$ cat src/rtl/logic_reduce_unit.sv
// logic_reduce_unit
//   Clocked N-operand, WIDTH-bit gate. Operands arrive as a framed stream over
//   a valid/ready handshake and are folded bitwise (AND/OR/XOR, optionally
//   inverted at the result). One registered result per frame is presented on
//   a second valid/ready port together with the beat count, a truncation flag
//   (frame closed by MAX_BEATS rather than in_last) and a reserved-mode flag.
// Ports:
//   clk, rst_n           clock, asynchronous active-low reset
//   mode[2:0]            gate select, sampled on the first beat of a frame
//   in_valid/in_ready    operand handshake; in_data operand, in_last frame end
//   out_valid/out_ready  result handshake
//   out_data             reduced result
//   out_count            beats folded into out_data
//   out_trunc            frame closed by MAX_BEATS
//   out_err              reserved mode code used for this frame
module logic_reduce_unit #(
  parameter int WIDTH     = 8,
  parameter int MAX_BEATS = 16,
  localparam int CW       = $clog2(MAX_BEATS + 1)
) (
  input  logic             clk,
  input  logic             rst_n,
  input  logic [2:0]       mode,
  input  logic             in_valid,
  output logic             in_ready,
  input  logic [WIDTH-1:0] in_data,
  input  logic             in_last,
  output logic             out_valid,
  input  logic             out_ready,
  output logic [WIDTH-1:0] out_data,
  output logic [CW-1:0]    out_count,
  output logic             out_trunc,
  output logic             out_err
);

  typedef enum logic [1:0] {IDLE, ACC, DONE} state_e;
  typedef enum logic [1:0] {OP_AND, OP_OR, OP_XOR} op_e;

  localparam logic [CW-1:0] CNT_ONE = CW'(1);
  localparam logic [CW-1:0] CNT_MAX = CW'(MAX_BEATS);

  state_e           state_q, state_d;
  op_e              op_q, op_d;
  logic             inv_q, inv_d;
  logic             err_q, err_d;
  logic [WIDTH-1:0] acc_q, acc_d;
  logic [CW-1:0]    cnt_q, cnt_d;
  logic             out_valid_q, out_valid_d;
  logic [WIDTH-1:0] out_data_q, out_data_d;
  logic [CW-1:0]    out_count_q, out_count_d;
  logic             out_trunc_q, out_trunc_d;
  logic             out_err_q, out_err_d;

  function automatic logic [WIDTH-1:0] apply_op(op_e op, logic [WIDTH-1:0] a,
                                                logic [WIDTH-1:0] b);
    case (op)
      OP_AND:  return a & b;
      OP_XOR:  return a ^ b;
      default: return a | b;
    endcase
  endfunction

  // Held low during reset even though the state register already reads IDLE.
  assign in_ready = rst_n & (state_q != DONE);

  logic             beat_ok;
  op_e              mode_op;
  logic             mode_inv;
  logic             mode_err;
  logic [WIDTH-1:0] acc_nxt;
  logic [CW-1:0]    cnt_nxt;
  logic             hit_max;

  always_comb begin
    beat_ok  = in_valid & in_ready;

    case (mode)
      3'b000, 3'b011: mode_op = OP_AND;
      3'b010, 3'b101: mode_op = OP_XOR;
      default:        mode_op = OP_OR;
    endcase
    mode_inv = (mode == 3'b011) || (mode == 3'b100) || (mode == 3'b101);
    mode_err = mode[2] & mode[1];

    acc_nxt  = apply_op(op_q, acc_q, in_data);
    cnt_nxt  = cnt_q + CNT_ONE;
    hit_max  = (cnt_nxt == CNT_MAX);

    state_d     = state_q;
    op_d        = op_q;
    inv_d       = inv_q;
    err_d       = err_q;
    acc_d       = acc_q;
    cnt_d       = cnt_q;
    out_valid_d = out_valid_q;
    out_data_d  = out_data_q;
    out_count_d = out_count_q;
    out_trunc_d = out_trunc_q;
    out_err_d   = out_err_q;

    case (state_q)
      IDLE: begin
        if (beat_ok) begin
          op_d  = mode_op;
          inv_d = mode_inv;
          err_d = mode_err;
          acc_d = in_data;
          cnt_d = CNT_ONE;
          if (in_last) begin
            // Single-beat frame closes straight from IDLE, so the result is
            // built from the freshly decoded mode rather than the flops.
            state_d     = DONE;
            out_valid_d = 1'b1;
            out_data_d  = mode_inv ? ~in_data : in_data;
            out_count_d = CNT_ONE;
            out_trunc_d = 1'b0;
            out_err_d   = mode_err;
          end else begin
            state_d = ACC;
          end
        end
      end
      ACC: begin
        if (beat_ok) begin
          acc_d = acc_nxt;
          cnt_d = cnt_nxt;
          if (in_last || hit_max) begin
            state_d     = DONE;
            out_valid_d = 1'b1;
            out_data_d  = inv_q ? ~acc_nxt : acc_nxt;
            out_count_d = cnt_nxt;
            out_trunc_d = hit_max & ~in_last;
            out_err_d   = err_q;
          end
        end
      end
      DONE: begin
        if (out_ready) begin
          state_d     = IDLE;
          out_valid_d = 1'b0;
        end
      end
      default: state_d = IDLE;
    endcase
  end

  always_ff @(posedge clk or negedge rst_n) begin
    if (!rst_n) begin
      state_q     <= IDLE;
      op_q        <= OP_AND;
      inv_q       <= 1'b0;
      err_q       <= 1'b0;
      acc_q       <= '0;
      cnt_q       <= '0;
      out_valid_q <= 1'b0;
      out_data_q  <= '0;
      out_count_q <= '0;
      out_trunc_q <= 1'b0;
      out_err_q   <= 1'b0;
    end else begin
      state_q     <= state_d;
      op_q        <= op_d;
      inv_q       <= inv_d;
      err_q       <= err_d;
      acc_q       <= acc_d;
      cnt_q       <= cnt_d;
      out_valid_q <= out_valid_d;
      out_data_q  <= out_data_d;
      out_count_q <= out_count_d;
      out_trunc_q <= out_trunc_d;
      out_err_q   <= out_err_d;
    end
  end

  assign out_valid = out_valid_q;
  assign out_data  = out_data_q;
  assign out_count = out_count_q;
  assign out_trunc = out_trunc_q;
  assign out_err   = out_err_q;

endmodule

$ cat config.mk
export PLATFORM = sky130hd
export DESIGN_NAME = logic_reduce_unit
export DESIGN_NICKNAME = d
export VERILOG_FILES = /design/src/rtl/logic_reduce_unit.sv
export SDC_FILE = /design/constraint.sdc
export NUM_CORES = 1
export LEC_CHECK = 0
export ABC_CLOCK_PERIOD_IN_PS = 1600
export CORE_MARGIN = 8
export CORE_UTILIZATION = 42
export DETAILED_ROUTE_END_ITERATION = 8
export MAX_ROUTING_LAYER = met4
export PLACE_DENSITY = 0.73
export SLEW_MARGIN = 25
export SYNTH_ARGS = -nofsm -noshare
export SYNTH_HDL_FRONTEND = slang
export SYNTH_SLANG_ARGS = --single-unit
$ cat constraint.sdc
create_clock -name clk -period 1.6 [get_ports clk]
set_clock_uncertainty 0.05 [all_clocks]
set_input_delay 0.32 -clock clk [delete_from_list [all_inputs] [get_ports clk]]
set_output_delay 0.32 -clock clk [all_outputs]
set_load 0.02 [all_outputs]
==> results.json <==
{
  "status": "finished, violations left",
  "failed_checks": "setup timing",
  "cts.path.max_buffers": 2,
  "cp.arrival_ps": 1880,
  "clkTransAtPathRegs_ps": 70,
  "wl_um": 5200,
  "worstSetupStartpointType": "register",
  "required_ps": 1720,
  "min_path_type": "in -> async",
  "antenna_found_initial": 0,
  "yosysUniqueCellTypes": 35,
  "grt_max_degree": 25,
  "netlist_area_sq_um": 2320,
  "core_area_sq_um": 5440,
  "hold_buffers": 0,
  "antennaDiodeCount": 0,
  "ys_warn_count": 0,
  "crit_fanout": 8,
  "hpwl_um": 3770,
  "fillCellCount": 463,
  "route.detailed.drc": 0,
  "multi_input_area_sq_um": 1350,
  "final.min_clock_period_ps": 1760,
  "worstSkewPairLatency_ps": 290,
  "ys_seq_area_share_pct": 37.7,
  "synth_edf_count": 0,
  "top_layer_used": "met4",
  "ant_nets": 0,
  "timing.final.crit_share_pct": 110,
  "power_mw": 3.49,
  "ys_seq_elements": 35,
  "cts_max_level": 2,
  "worstMarginPinSlew_ps": 514,
  "async_reset_ff_share_pct": 100,
  "vias": 1803,
  "place_area_sq_um": 2990,
  "setup_viol": 12,
  "power_density_nw_per_um2": 1110,
  "syn_area_per_cell_sq_um": 10.6,
  "die_width_um": 90.4,
  "finalNonFillerCells": 362,
  "final_common_cell": "buf_4",
  "grt_pass1_wl_um": 8470,
  "portBuffers": 32,
  "setup_slack_ps": -159,
  "die_area_sq_um": 8160,
  "overflow": 0,
  "register_area_sq_um": 877,
  "maxCapViolCount": 0,
  "place_inst": 348,
  "wl_met3_um": 197,
  "cts_tree": "yes",
  "ir_worst_vdd_mv": 0.363,
  "io_pins": 33,
  "std_cell_rows": 27,
  "grt_setup_unrepaired": "yes",
  "netlist_instances": 219,
  "routedWlPerCell_um": 14.4,
  "numCtsBuffers": 5,
  "crit_path_end_kind": "register",
  "dieHeight_um": 90.4,
  "design_area_sq_um": 3150,
  "fmax_mhz": 569,
  "start_util_pct": 42.7,
  "gp_congestion": 0.854,
  "nNetsFinal": 322,
  "cts-root-buf": "clkbuf_8",
  "syn_nets": 252,
  "dr_wl_met2_um": 2580,
  "drtPass1Iterations": 4,
  "final_cell_mix": "buf_4 (41), dfrtp_1 (34), mux2i_1 (30), dlygate4sd2_1 (21), xnor2_1 (18)",
  "relSlewSlack_pct": 65.7,
  "cts_sinks": 35,
  "whs_ps": 60.0,
  "leakage_nw": 1.59,
  "via_per_inst": 4.98,
  "wl_met1_um": 2380,
  "grt_pass1_vias": 1818,
  "drive_gt1_share_pct": 25.9,
  "report.final.hold_viol_count": 0,
  "tns_ps": -1600,
  "grt_usage_pct": 12.8,
  "drtIter0Drc": 80,
  "drv_slew": 0,
  "syn2layout_area_growth_pct": 35.5,
  "criticalPathCategory": "reg -> reg",
  "synthFlopType": "dfrtp_1"
}
==> worst paths after layout <==
kind                                             from                       end  slack (ps)  cells after the start
worst max register to register   cnt_q[4]$_DFFE_PN0P_  out_count[0]$_DFFE_PN0P_        -160                      6
min in group clk                out_valid$_DFFE_PN0P_     out_valid$_DFFE_PN0P_         420                      1
worst min register to register  out_valid$_DFFE_PN0P_     out_valid$_DFFE_PN0P_         420                      1
worst max-delay path             cnt_q[4]$_DFFE_PN0P_  out_count[0]$_DFFE_PN0P_        -160                      6
max in group asynchronous                       rst_n       op_q[1]$_DFFE_PN0P_        1170                      2
worst min-delay path                            rst_n  out_count[1]$_DFFE_PN0P_          60                      2
==> cell usage after synthesis (all sizes together) (2+ instances only) <==
cell | number | area [sq um]
nand2 | 17 | 63.8
nand3 | 5 | 25.0
nor2b | 3 | 18.8
mux2i | 31 | 310
o31ai | 4 | 30.0
inv | 16 | 60.1
nand2b | 5 | 31.3
o221ai | 2 | 17.5
nor2 | 7 | 33.8
xor2 | 2 | 17.5
mux2 | 12 | 169
ha | 17 | 213
a21oi | 2 | 10.0
xnor2 | 18 | 158
o41ai | 3 | 48.8
dfrtp | 35 | 876
nand3b | 2 | 15.0
o21ai | 15 | 75.1
buf | 10 | 58.8
clkbuf | 3 | 11.3
==> cells by family after synthesis <==
logic type,count (synthesis),share of synthesized area (%)
flops,35,37.7
compound gates,32,10.1
fa+ha+maj,17,9.16
xor+xnor,20,7.54
mux,43,20.6
buf+inv,29,5.60
simple gates,43,9.21
==> critical path, cell delays in order (launching register included) <==
cell and delay, ps:
dfrtp_1 390, nand2b_1 180, mux2i_4 170, a41oi_2 180, nor2_4 220, buf_12 160
mux2_4 290
==> report_power, final <==
group	total [mW]	internal, mW	switching (mW)
registers	1.28	1.09	0.183
logic	1.50	0.796	0.700
clock network	0.715	0.393	0.321
==> metal layers <==
layer / vias to the layer above / track usage (%)
met5: - / -
met4: 0 / 3.61
met3: 4 / 2.83
met2: 30 / 22.0
met1: 880 / 14.7
li1: 889 / -
==> state kept, by name, summed over array words and instances (netlist names) <==
register,cells
out_valid,1
acc_q,8
out_count,5
out_err,1
op_q,2
inv_q,1
err_q,1
out_trunc,1
out_data,8
state_q,2
cnt_q,5
==> what timing repair did <==
item                       in CTS  in global routing
setup buffers                   4                  2
setup endpoints to repair      42                 30
gates cloned                    0                  0
pin swaps                       5                  7
hold endpoints to repair        0                  0
gates resized for setup        27                 13
==> metrics by stage <==
step	util [%]	setup WS, ps
floorplan	-	-74.5
global placement	54.9	-470
detailed placement	54.9	-526
CTS	56.8	-182
global route	57.8	-211
finish	57.8	-159
==> cell type report <==
cell class,instances,share of cell area (%)
Inverter,16,1.91
Timing Repair Buffer,76,21.2
Sequential cell,35,27.9
Multi-Input combinational cell,155,43.0
Tap cell,72,2.86
Clock buffer,8,3.18
Power figures use the tool's default switching activity.
